[src/rtl/seg7_scan_driver.sv]
// seg7_scan_driver
// Time-multiplexed driver for a multi-digit common-segment 7-segment display.
// It holds N_DIGITS hex codes, decodes each with the full 0-F font, and scans
// the digit enables at a prescaled rate. New values from a load strobe go
// into a shadow copy and move to the active copy only at a frame wrap, so a
// digit never changes part-way through a frame. All display pins are
// registered, and pin polarity is applied last, in the output register.

module seg7_scan_driver #(
    parameter int N_DIGITS       = 4,     // digits scanned, 2..8
    parameter int SCAN_DIV       = 1000,  // clk cycles per digit slot, >= 2
    parameter bit SEG_ACTIVE_LOW = 1'b0,  // seg/dp lit when 0
    parameter bit DIG_ACTIVE_LOW = 1'b0   // dig enabled when 0
) (
    input  logic                  clk,
    input  logic                  rst_n,
    input  logic                  en,
    input  logic                  load,
    input  logic [4*N_DIGITS-1:0] data_in,
    input  logic [N_DIGITS-1:0]   dp_in,
    input  logic [N_DIGITS-1:0]   blank_mask,
    input  logic                  lz_en,
    output logic [6:0]            seg,
    output logic                  dp,
    output logic [N_DIGITS-1:0]   dig,
    output logic                  frame_done,
    output logic                  upd_pending
);

    localparam int CNT_W = $clog2(SCAN_DIV);
    localparam int IDX_W = $clog2(N_DIGITS);

    localparam logic [CNT_W-1:0]    CNT_LAST = CNT_W'(SCAN_DIV - 1);
    localparam logic [IDX_W-1:0]    IDX_LAST = IDX_W'(N_DIGITS - 1);
    localparam logic [6:0]          SEG_OFF  = {7{SEG_ACTIVE_LOW}};
    localparam logic [N_DIGITS-1:0] DIG_OFF  = {N_DIGITS{DIG_ACTIVE_LOW}};

    // Hex font, segments {g,f,e,d,c,b,a}, active-high.
    function automatic logic [6:0] font(input logic [3:0] code);
        logic [6:0] s;
        case (code)
            4'h0:    s = 7'h3F;
            4'h1:    s = 7'h06;
            4'h2:    s = 7'h5B;
            4'h3:    s = 7'h4F;
            4'h4:    s = 7'h66;
            4'h5:    s = 7'h6D;
            4'h6:    s = 7'h7D;
            4'h7:    s = 7'h07;
            4'h8:    s = 7'h7F;
            4'h9:    s = 7'h6F;
            4'hA:    s = 7'h77;
            4'hB:    s = 7'h7C;
            4'hC:    s = 7'h39;
            4'hD:    s = 7'h5E;
            4'hE:    s = 7'h79;
            default: s = 7'h71;
        endcase
        return s;
    endfunction

    // Scan position
    logic [CNT_W-1:0]      cnt;
    logic [IDX_W-1:0]      idx;
    logic                  tick;
    logic                  boundary;

    // Shadow (loaded any time) and active (displayed) copies
    logic [4*N_DIGITS-1:0] shadow_data;
    logic [N_DIGITS-1:0]   shadow_dp;
    logic [N_DIGITS-1:0]   shadow_blank;
    logic [4*N_DIGITS-1:0] act_data;
    logic [N_DIGITS-1:0]   act_dp;
    logic [N_DIGITS-1:0]   act_blank;
    logic                  pending;

    // Per-digit decode of the current slot
    logic [N_DIGITS-1:0]   lz_dark;
    logic                  zero_run;
    logic [3:0]            cur_code;
    logic                  cur_dp;
    logic                  cur_dark;
    logic [N_DIGITS-1:0]   cur_sel;

    // A frame wraps on the tick that leaves the last digit; the pulse is the
    // boundary cycle itself, so a load seen alongside it lands in the new frame.
    assign tick        = en && (cnt == CNT_LAST);
    assign boundary    = tick && (idx == IDX_LAST);
    assign frame_done  = boundary;
    assign upd_pending = pending;

    // Prescaler and digit index; both freeze while scanning is disabled.
    always_ff @(posedge clk or negedge rst_n) begin
        if (!rst_n) begin
            cnt <= '0;
            idx <= '0;
        end else if (en) begin
            if (tick) begin
                cnt <= '0;
                idx <= (idx == IDX_LAST) ? '0 : idx + 1'b1;
            end else begin
                cnt <= cnt + 1'b1;
            end
        end
    end

    // Shadow capture and tear-free transfer to the active copy at frame wrap.
    always_ff @(posedge clk or negedge rst_n) begin
        if (!rst_n) begin
            shadow_data  <= '0;
            shadow_dp    <= '0;
            shadow_blank <= '0;
            act_data     <= '0;
            act_dp       <= '0;
            act_blank    <= '0;
            pending      <= 1'b0;
        end else begin
            if (load) begin
                shadow_data  <= data_in;
                shadow_dp    <= dp_in;
                shadow_blank <= blank_mask;
            end
            if (boundary && load) begin
                // Coincident load bypasses the shadow so it is not a frame late.
                act_data  <= data_in;
                act_dp    <= dp_in;
                act_blank <= blank_mask;
                pending   <= 1'b0;
            end else if (boundary && pending) begin
                act_data  <= shadow_data;
                act_dp    <= shadow_dp;
                act_blank <= shadow_blank;
                pending   <= 1'b0;
            end else if (load) begin
                pending <= 1'b1;
            end
        end
    end

    // Leading-zero map: digit i is suppressible when it and every more
    // significant digit are zero. Digit 0 is never suppressed.
    always_comb begin
        zero_run = 1'b1;
        lz_dark  = '0;
        for (int i = N_DIGITS - 1; i >= 0; i--) begin
            zero_run = zero_run && (act_data[4*i +: 4] == 4'h0);
            if (i > 0) begin
                lz_dark[i] = zero_run;
            end
        end
    end

    // Select code, dp and darkness for the digit under the scan index.
    always_comb begin
        cur_code = 4'h0;
        cur_dp   = 1'b0;
        cur_dark = 1'b0;
        cur_sel  = '0;
        for (int i = 0; i < N_DIGITS; i++) begin
            if (idx == IDX_W'(i)) begin
                cur_code   = act_data[4*i +: 4];
                cur_dp     = act_dp[i];
                cur_dark   = act_blank[i] || (lz_en && lz_dark[i]);
                cur_sel[i] = 1'b1;
            end
        end
    end

    // Output register: dark digits keep their enable but show nothing;
    // disabled scanning turns everything off. Polarity is applied here.
    always_ff @(posedge clk or negedge rst_n) begin
        if (!rst_n) begin
            seg <= SEG_OFF;
            dp  <= SEG_ACTIVE_LOW;
            dig <= DIG_OFF;
        end else if (!en) begin
            seg <= SEG_OFF;
            dp  <= SEG_ACTIVE_LOW;
            dig <= DIG_OFF;
        end else begin
            seg <= (cur_dark ? 7'h00 : font(cur_code)) ^ SEG_OFF;
            dp  <= (cur_dp && !cur_dark) ^ SEG_ACTIVE_LOW;
            dig <= cur_sel ^ DIG_OFF;
        end
    end

endmodule
[config.mk]
export PLATFORM = sky130hd
export DESIGN_NAME = seg7_scan_driver
export DESIGN_NICKNAME = d
export VERILOG_FILES = /design/src/rtl/seg7_scan_driver.sv
export SDC_FILE = /design/constraint.sdc
export NUM_CORES = 1
export LEC_CHECK = 0
export BUFFER_PORTS_ARGS = -buffer_cell sky130_fd_sc_hd__buf_4
export CAP_MARGIN = 20
export CORE_MARGIN = 10
export CORE_UTILIZATION = 45
export CTS_CLUSTER_DIAMETER = 60
export CTS_CLUSTER_SIZE = 40
export DETAILED_ROUTE_END_ITERATION = 16
export PLACE_DENSITY_LB_ADDON = 0.25
export SKIP_LAST_GASP = 1
export SLEW_MARGIN = 20
export SYNTH_ARGS = -nofsm -noshare
export SYNTH_HDL_FRONTEND = slang
export SYNTH_SLANG_ARGS = --single-unit
[constraint.sdc]
create_clock -name clk -period 5.34 [get_ports clk]
set_input_delay 0.267 -clock clk [delete_from_list [all_inputs] [get_ports clk]]
set_output_delay 0.267 -clock clk [all_outputs]
set_load 0.1 [all_outputs]
# Word-level counts from Yosys, hierarchy flattened
# Memory sizes are Yosys's and may differ from the RTL's.
# Index checks and enable logic that the tools add are counted.
[word_totals]
output_inout_bits = 14
rom_bits = 112
wordCells = 71
regBits = 73
n_memories = 1
in_bits = 29
[op_classes]
n_reduce_logical = 21
n_eq_ne = 4
n_addsub = 2
n_mux = 31
[memory_table]
columns = ["memory", "depth", "word_bits", "read_ports", "rd_ports_with_merged_regs", "write_ports", "line", "rtl"]
rows = [
  ["(name not given)", 16, 7, 1, 0, 0, "41", "case (code)"],
]
[ops]
columns = ["cell", "count"]
rows = [
  ["4-bit 2-to-1 mux", 9],
  ["16-bit 2-to-1 mux", 2],
  ["1-bit 2-to-1 mux", 16],
  ["7-bit 2-to-1 mux", 2],
  ["4-bit logical NOT", 3],
  ["10-bit by 1-bit adder with 10-bit output, second input constant", 1],
  ["10-bit equality test, second input constant", 1],
  ["1-bit logical AND", 10],
  ["10-bit 2-to-1 mux", 1],
  ["2-bit equality test, second input constant", 2],
  ["1-bit logical OR", 3],
  ["3-bit nonzero test", 1],
  ["2-bit by 1-bit adder with 2-bit output, second input constant", 1],
  ["2-bit by 1-bit equality test with 1-bit output, second input constant", 1],
  ["2-bit logical NOT", 1],
  ["2-bit 2-to-1 mux", 1],
  ["2-bit AND reduction", 1],
  ["2-bit nonzero test", 1],
  ["1-bit logical NOT", 1],
]

# Depth between registers and ports, before layout
# Gate-level depths: netlist of run 1.
[logic_depth]
word_depth = 11
depth_mapped = 11
mapped_depth_nobuf = 10

# Worst setup path before layout of run 1
# Ideal clock, no wire load.
[synth_path]
kind = "register to register"
start = "reg idx[1]"
end = "reg seg[6]"
setup_ns = 0.094
path_buffers = 1
required_ns = 5.246
arrival_ns = 2.134
path_stages_with_launch = 11
setup_slack_ns = 3.112
period_less_slack_ns = 2.228
path_cell_list = "dfrtp_1 inv_1 ha_1 buf_2 a211o_1 o221ai_1 inv_1 ha_1 nor2_1 a211oi_1 a211oi_1"
[synth_between]
elab_chain_cells = 8
word_cells_on_any_way = 15
cone_classes = "eq/ne: 3; mux: 10; reduce/logical: 1; memory: 1"
[synth_rtl]
columns = ["item", "line", "rtl"]
rows = [
  ["start, declared", "64", "logic [IDX_W-1:0] idx;"],
  ["start signal, assigned", "100", "idx <= (idx == IDX_LAST) ? '0 : idx + 1'b1;"],
  ["2-bit logical NOT", "160", "if (idx == IDX_W'(i)) begin"],
  ["4-bit 2-to-1 mux (4 in a row)", "160", ""],
  ["memory read 16 x 7 bit", "-", ""],
  ["7-bit 2-to-1 mux (*)", "181", "seg <= (cur_dark ? 7'h00 : font(cur_code)) ^ SEG_OFF;"],
  ["7-bit 2-to-1 mux (*)", "176", "end else if (!en) begin"],
  ["end signal, assigned", "181", ""],
  ["end, declared", "23", "output logic [6:0] seg,"],
]
# Mark *: on every way between the ends. The rest lies on a longest branch, timed or not.
# A chain may end at the register's enable or synchronous reset.

# Final worst setup path of run 1
[layout_path]
start = "reg idx[1]"
end = "reg seg[5]"
# Same word-level chain as after synthesis.

==> results.md, run 1 <==
- CP startpoint kind: flop
- Clock tree from TritonCTS: yes
- Rel. slew slack: 40.9%
- Die Ht: about 110 µm
- Worst Path Class, Setup: flop to flop
- N_diodes: 0
- Crit path DAT: 2.90 ns
- Drt pass-1 iters: 4
- Sequential cell area: 1830 µm²
- Starting DRT DRC Count: 64
- Die Wd: 107 µm
- Die area: 11,400 µm²
- EDFF count, synth: 0
- Vias per cell: 5.17
- CTS Buf Count: 9
- M1 GR Usage: 13.3%
- # placed instances: 398
- Post-CTS sizing: 0
- Detailed-route wire length per cell: 15.4 µm
- Internal power: between 900 and 1000 µW
- Met3 usage: 3.47%
- Placed instance area: 3730 µm²
- Antenna violations before repair: 0
- GRT overflow: 0
- Clock Tree Root: clkbuf_8
- Design Power: about 1300 µW
- Setup Skew: 0.00781 ns
- Core area: 7290 µm²
- Post-CTS setup buffers: 0
- Netlist cell types: 45
- Period minus WS final: 2.65 ns
- Nets@finish: 351
- Worst-path clk slew: 0.08 ns
- Share of total power in combinational logic: between 10% and 20%
- Register area share after synthesis: 54.1%
- Fin. Hold Viols: 0
- Share of post-route cells with drive strength above 1: 37.0%
- Final cell count without fillers: about 420
- Num Clock Sinks: 73
- Peak VDD IR: 0.160 mV
- Cts hold-fix bufs: 0
- Lkg Pwr: 0.00185 µW
- Crit-path max FO: 14
- Filler cells: roughly 640
- Netlist Area Pre-Place: 3380 µm²
- # rows: 31
- Synth warn: 0
- Ports: 43
- Top post-synthesis cells by area: dfrtp_1, mux2_2, ha_1, nand2_1, nor2_1
- CTS max path bufs: 2
- Post-route cell area: 3970 µm²
- Avg Cell Area, Syn: 12.5 µm²
- Status: finished clean
- Hold WS: 0.0400 ns
- Clock Latency Late Sink: 0.35 ns
- Unrepaired setup endpoints after global routing: false
- Post-Route WL: 6390 µm
- Sw frac: around a quarter
- Fin Setup TNS: 0 ns
- Vias: 2,144
- Sequential cell fraction of total power: 50.6%
- GP Congestion: 0.820
- DP Wirelength: 4490 µm
- Yosys top cell area share: about 54%
- Starting Density: 46.3%
- Crit end category: flop
- Largest net degree at the start of global routing: 74
- Main synth FF type: dfrtp_1
- Max Fclk: 0.378 GHz
- Leading area contributor after synthesis: dfrtp_1
- FF+latch count, synth: 73
- Async set-reset flop share out of synthesis: 100%
- Layer with the highest usage: met2
- Multi-input logic area: 1420 µm²
- Data required time of the worst path: 5.59 ns
- Synthesized Nets: 311
- Vias in the first global route: roughly 2,200
- GRT Util Overall: 11.8%
- Max-Cap Viols: 0
- Routed Antenna Nets: 0
- HP Class: input port to asynchronous set/reset pin
- DR DRC count: 0
- Slew Viols, Final: 0
- Pwr dens: around 320 nW/µm²
- Sw Pwr: 320 µW
- Syn Inst Count: ~270
- Htree depth: 3
- PortBufs: 42
- Final period util: 49.6%
- First-pass GRT wire length: 10,800 µm
- Slew at the pin closest to its max-slew limit: 0.887 ns
- Layout area overhead: 17.6%
- Final setup vio count: 0
- Clock power frac: 38.4%
- Met2 Resource Use GR: 19.9%
synth_stat cells (5+ instances only):
library cell,number
dfrtp_1,73
mux2_2,51
nand2_1,17
nor2_1,16
ha_1,11
inv_1,11
a211oi_1,7
o21ai_0,7
and2_1,6
buf_2,5
cell usage in the layout, fill, tap and decap left out, types with 6 or more instances in the layout:
master / count
inv_1: 11
buf_4: 42
and2_1: 6
clkbuf_8: 10
nand2_1: 17
o21ai_0: 7
ha_1: 11
dfrtp_1: 73
mux2_2: 51
nor2_1: 16
a211oi_1: 7
metal layers:
metal,up-vias,routed length (µm)
met2,38,3230
met3,12,320
met4,0,123
li1,1039,-
met5,-,0
met1,1055,2720
power by group through the flow:
stage | clock network (µW) | registers (µW) | logic (µW)
2_1_floorplan | 0 | 656 | 81.1
3_3_place_gp | 0 | 644 | 137
3_5_place_dp | 0 | 646 | 142
4_1_cts | 495 | 636 | 142
5_1_grt | 524 | 645 | 156
6_report | 483 | 636 | 138
worst max-delay path: stages (launching register included):
cell and delay [ns]:
dfrtp_1 0.39, ha_1 0.47, inv_1 0.27, o221ai_1 0.58, inv_1 0.15, ha_1 0.27, nor2_1 0.16, a211oi_1 0.08
a211oi_1 0.20
worst paths after layout:
check                           startpoint              end  slack, ns  cells after the start
max                                 idx[1]           seg[5]       2.69                      8
min                                  rst_n   shadow_data[5]       0.04                      1
max reg2reg                         idx[1]           seg[5]       2.69                      8
min reg2reg                shadow_data[14]  shadow_data[14]       0.50                      1
max in group asynchronous            rst_n     act_blank[3]       4.72                      1
min in group clk               data_in[11]  shadow_data[11]       0.17                      2
kinds of logic after synthesis:
| kind of cell | Yosys count | synth area share [%] |
|---|---|---|
| flip-flops | 73 | 54.1 |
| AND/OR/NAND/NOR | 68 | 11.3 |
| multiplexers | 51 | 17.0 |
| AO/OA/AOI/OAI | 37 | 8.23 |
| buffers and inverters | 25 | 3.74 |
| adder cells (fa/ha/maj) | 11 | 4.08 |
| XOR/XNOR | 6 | 1.56 |
flip-flops by register name, summed over array words and instances, names as in the netlist, 2 cells and up:
name and count:
act_blank 4, act_data 16, act_dp 4, cnt 10, dig 4, idx 2, seg 7, shadow_blank 4
shadow_data 16, shadow_dp 4
area by class of cell:
type                       instances  area share (%)
multi-input combinational        173            35.8
sequential                        73            46.0
clock inverter                     6            2.27
timing repair buffer              43            8.23
clock buffer                      10            3.47
tap                               99            3.12
inverter                          11            1.04
through the flow:
stage / util, % / worst slack (ns)
global route: 54.4 / 2.43
CTS: 54.3 / 2.47
detailed placement: 51.1 / 2.50
floorplan: - / 3.11
global placement: 51.1 / 2.60
finish: 54.4 / 2.69
No activity file was read; power rests on OpenSTA's default activity.
==> inputs of run 2 (changes only) <==
--- a/config.mk
+++ b/config.mk
@@ -5,6 +5,7 @@
 export SDC_FILE = /design/constraint.sdc
 export NUM_CORES = 1
 export LEC_CHECK = 0
+export ABC_AREA = 1
 export BUFFER_PORTS_ARGS = -buffer_cell sky130_fd_sc_hd__buf_4
 export CAP_MARGIN = 20
 export CORE_MARGIN = 10
==> constraint.sdc (replaced) <==
create_clock -name clk -period 2.7 [get_ports clk]
set_input_delay 0.135 -clock clk [delete_from_list [all_inputs] [get_ports clk]]
set_output_delay 0.135 -clock clk [all_outputs]
set_load 0.1 [all_outputs]
==> run 2 against run 1 <==
  * Final cell count up 39%
  * Clock skew down 0.0014 ns
  * Sequential share of layout area down 1.9 points
  * Cell area up 4.4%
  * Critical endpoint is now seg[1]
  * Highest routed layer unchanged
==> results.md, run 2 <==
- Setup Skew: 0.00645 ns (was 0.00781 ns)
- Htree depth: 3 (unchanged)
- CTS Buf Count: 9 (unchanged)
- Routed Antenna Nets: 0 (unchanged)
- Netlist Area Pre-Place: 3510 µm² (was 3380 µm²)
- Worst-path clk slew: 0.08 ns (about the same)
- Leading area contributor after synthesis: dfrtp_1 (unchanged)
- R2R Path End: seg[1] (was seg[5])
- Slew at the pin closest to its max-slew limit: 0.892 ns (was 0.887 ns)
- R2R Setup Slk: 0.32 ns (was 2.69 ns)
- Pwr dens: 611 nW/µm² (was 317 nW/µm²)
- Yosys top cell area share: 52.0% (was 54.1%)
- DP Wirelength: 5060 µm (was 4490 µm)
- Biggest regs: act_data x16, shadow_data x16, cnt x10 (unchanged)
- Synth warn: 0 (unchanged)
- Routed wl met2: 3220 µm (was 3230 µm)
- Fin. Hold Viols: 0 (unchanged)
- Period minus WS final: 2.38 ns (was 2.65 ns)
- M1 wire length: 3250 µm (was 2720 µm)
- HP Class: input port to flop (was input port to asynchronous set/reset pin)
- Slew Viols, Final: 0 (unchanged)
- Clock Tree Root: clkbuf_8 (unchanged)
- Final period util: 88.1% (was 49.6%)
- Reg2reg path depth: 12 (was 8)
- CP startpoint kind: flop (unchanged)
- EDFF count, synth: 0 (unchanged)
- Rel. slew slack: 40.5% (was 40.9%)
- GP Congestion: 0.841 (was 0.820)
- Main synth FF type: dfrtp_1 (unchanged)
- Crit end category: flop (unchanged)
- Post-Route WL: 6940 µm (was 6390 µm)
- Filler cells: 725 (was 643)
- Detailed-route wire length per cell: 12.0 µm (was 15.4 µm)
- GRT Util Overall: 13.1% (was 11.8%)
- Largest net degree at the start of global routing: 74 (unchanged)
- Num Clock Sinks: 73 (unchanged)
- Drt pass-1 iters: 4 (unchanged)
- Most frequent cells in the layout: nand2_1, dfrtp_1, inv_1, buf_4, nor2_1 (was dfrtp_1, mux2_2, buf_4, nand2_1, nor2_1)
- Unrepaired setup endpoints after global routing: false (unchanged)
- Multi-input logic area: 1410 µm² (was 1420 µm²)
- Hold Path End: shadow_data[1]
- Worst Hold Depth: 3
- Layout area overhead: 17.9% (was 17.6%)
- DR DRC count: 0 (unchanged)
- Status: finished clean (unchanged)
- Avg Cell Area, Syn: 8.25 µm² (was 12.5 µm²)
- FF+latch count, synth: 73 (unchanged)
- First-pass GRT wire length: 12,400 µm (was 10,800 µm)
- Starting DRT DRC Count: 109 (was 64)
- Die Ht: 108 µm (was 107 µm)
- Top post-synthesis cells by area: dfrtp_1, nand2_1, inv_1, ha_1, o21ai_0 (was dfrtp_1, mux2_2, ha_1, nand2_1, nor2_1)
- Vias: 2,686 (was 2,144)
- Die area: 11,700 µm² (was 11,400 µm²)
- Fin worst setup slack: 0.320 ns (was 2.69 ns)
- Max Used Layer: met4 (unchanged)
- Lkg Pwr: 0.00220 µW (was 0.00185 µW)
- GRT overflow: 0 (unchanged)
- Met3 wire length: 345 µm (was 320 µm)
- Clock tree from TritonCTS: yes (unchanged)
- Async set-reset flop share out of synthesis: 100% (unchanged)
- PortBufs: 42 (unchanged)
- Worst flop-to-flop path startpoint: idx[1] (unchanged)
- Synthesized Nets: 466 (was 311)
- Max-Cap Viols: 0 (unchanged)
- CTS max path bufs: 2 (unchanged)
- Hold_sp: data_in[1]
- Data required time of the worst path: 2.93 ns (was 5.59 ns)
- Cts hold-fix bufs: 4 (was 0)
- Crit-path max FO: 8 (was 14)
- Most common cell in the netlist: nand2_1 (was dfrtp_1)
- Vias in the first global route: 2,711 (was 2,247)
- Pre-CTS setup slack: 0.384 ns (was 2.50 ns)
- Max Fclk: 0.420 GHz (was 0.378 GHz)
- Vias per cell: 4.66 (was 5.17)
- Antenna violations before repair: 0 (unchanged)
- Netlist cell types: 30 (was 45)
- Core area: 7650 µm² (was 7290 µm²)
- Nets@finish: 510 (was 351)
- Register area share after synthesis: 52.0% (was 54.1%)
- Syn Inst Count: 426 (was 271)
- Post-CTS sizing: 0 (unchanged)
- Starting Density: 46.0% (was 46.3%)
- Fin Setup TNS: 0 ns (unchanged)
- Final setup vio count: 0 (unchanged)
- Sequential cell area: 1830 µm² (unchanged)
- Die Wd: 108 µm (was 107 µm)
- Peak VDD IR: 0.286 mV (was 0.160 mV)
- # rows: 32 (was 31)
- Share of post-route cells with drive strength above 1: 17.5% (was 37.0%)
- Crit path DAT: 2.61 ns (was 2.90 ns)
- Ports: 43 (unchanged)
- N_diodes: 0 (unchanged)
- Worst Path Class, Setup: flop to flop (unchanged)
- Leading cell type in the layout, fill and taps excluded: nand2_1 (was dfrtp_1)
- Top cells by count, synth: nand2_1, dfrtp_1, inv_1 (was dfrtp_1, mux2_2, nand2_1)
- Clock Latency Late Sink: 0.35 ns (about the same)
- Post-CTS setup buffers: 0 (unchanged)
-- run 2: changes by cell type in the layout (fill, tap and decap cells not counted), moves of 8 or more --
cell,delta
a21oi_1,+12
mux2_2,-51
inv_1,+31
nand2_2,+8
o21ai_0,+13
nand2_1,+160
nor2_1,+10
nand3_1,+11
-- run 2: cell type report --
type | count | area share [%]
inverter | 45 | 4.20
tap | 102 | 3.08
clock buffer | 10 | 3.32
multi-input combinational | 295 | 34.0
clock inverter | 6 | 2.75
timing repair buffer | 46 | 8.58
sequential | 73 | 44.1
-- run 2: worst max-delay path, stage by stage (launching register included) --
cell and delay [ns]:
dfrtp_1 0.42, inv_1 0.12, ha_1 0.30, inv_1 0.13, nand3_1 0.09, nand2_1 0.07, a21oi_1 0.38, ha_1 0.31
nand3b_1 0.15, nand2_1 0.10, inv_1 0.04, a21oi_1 0.11, nor2_1 0.05
-- run 2: worst max path at each step --
stage / cells after the start / slack (ns) / end / start
final: 12 / 0.32 / seg[1] / idx[1]
after CTS: 12 / 0.34 / seg[1] / idx[1]
after detailed placement: 12 / 0.38 / seg[1] / idx[1]
after floorplan: 11 / 0.60 / act_data[5] / cnt[0]
after global placement: 12 / 0.50 / seg[1] / idx[1]
after global routing: 12 / 0.03 / seg[1] / idx[1]
-- run 2: logic make-up after synthesis --
| family | after synthesis | share of synthesized area [%] |
|---|---|---|
| AND/OR/NAND/NOR | 233 | 27.4 |
| flip-flops | 73 | 52.0 |
| buffers and inverters | 58 | 7.97 |
| AO/OA/AOI/OAI | 49 | 8.22 |
| adder cells (fa/ha/maj) | 11 | 3.92 |
| XOR/XNOR | 2 | 0.498 |
-- run 2: where the power goes --
group	leakage (µW)	total (µW)	internal, µW	switching (µW)
clock network	0.000119	1060	642	420
logic	0.00123	245	94.4	150
registers	0.000854	1220	1170	55.5
-- run 2: per-layer routing --
metal  up-vias  GRT usage [%]
met1      1236           16.2
met2        40           20.9
met5         -              0
li1       1398              -
met4         0           5.37
met3        12           3.87
-- run 2: metrics by stage --
step	cell area, µm²	hold slack, ns	total power [µW]	utilization [%]	std cells
after floorplan	3510	-0.161	1400	-	426
after global placement	3850	0.320	1480	50.4	557
after detailed placement	3850	0.327	1490	50.4	557
after CTS	4140	0.000209	2560	54.2	577
after global routing	4140	0.00781	2650	54.2	577
final	4140	0.00769	2530	54.2	577
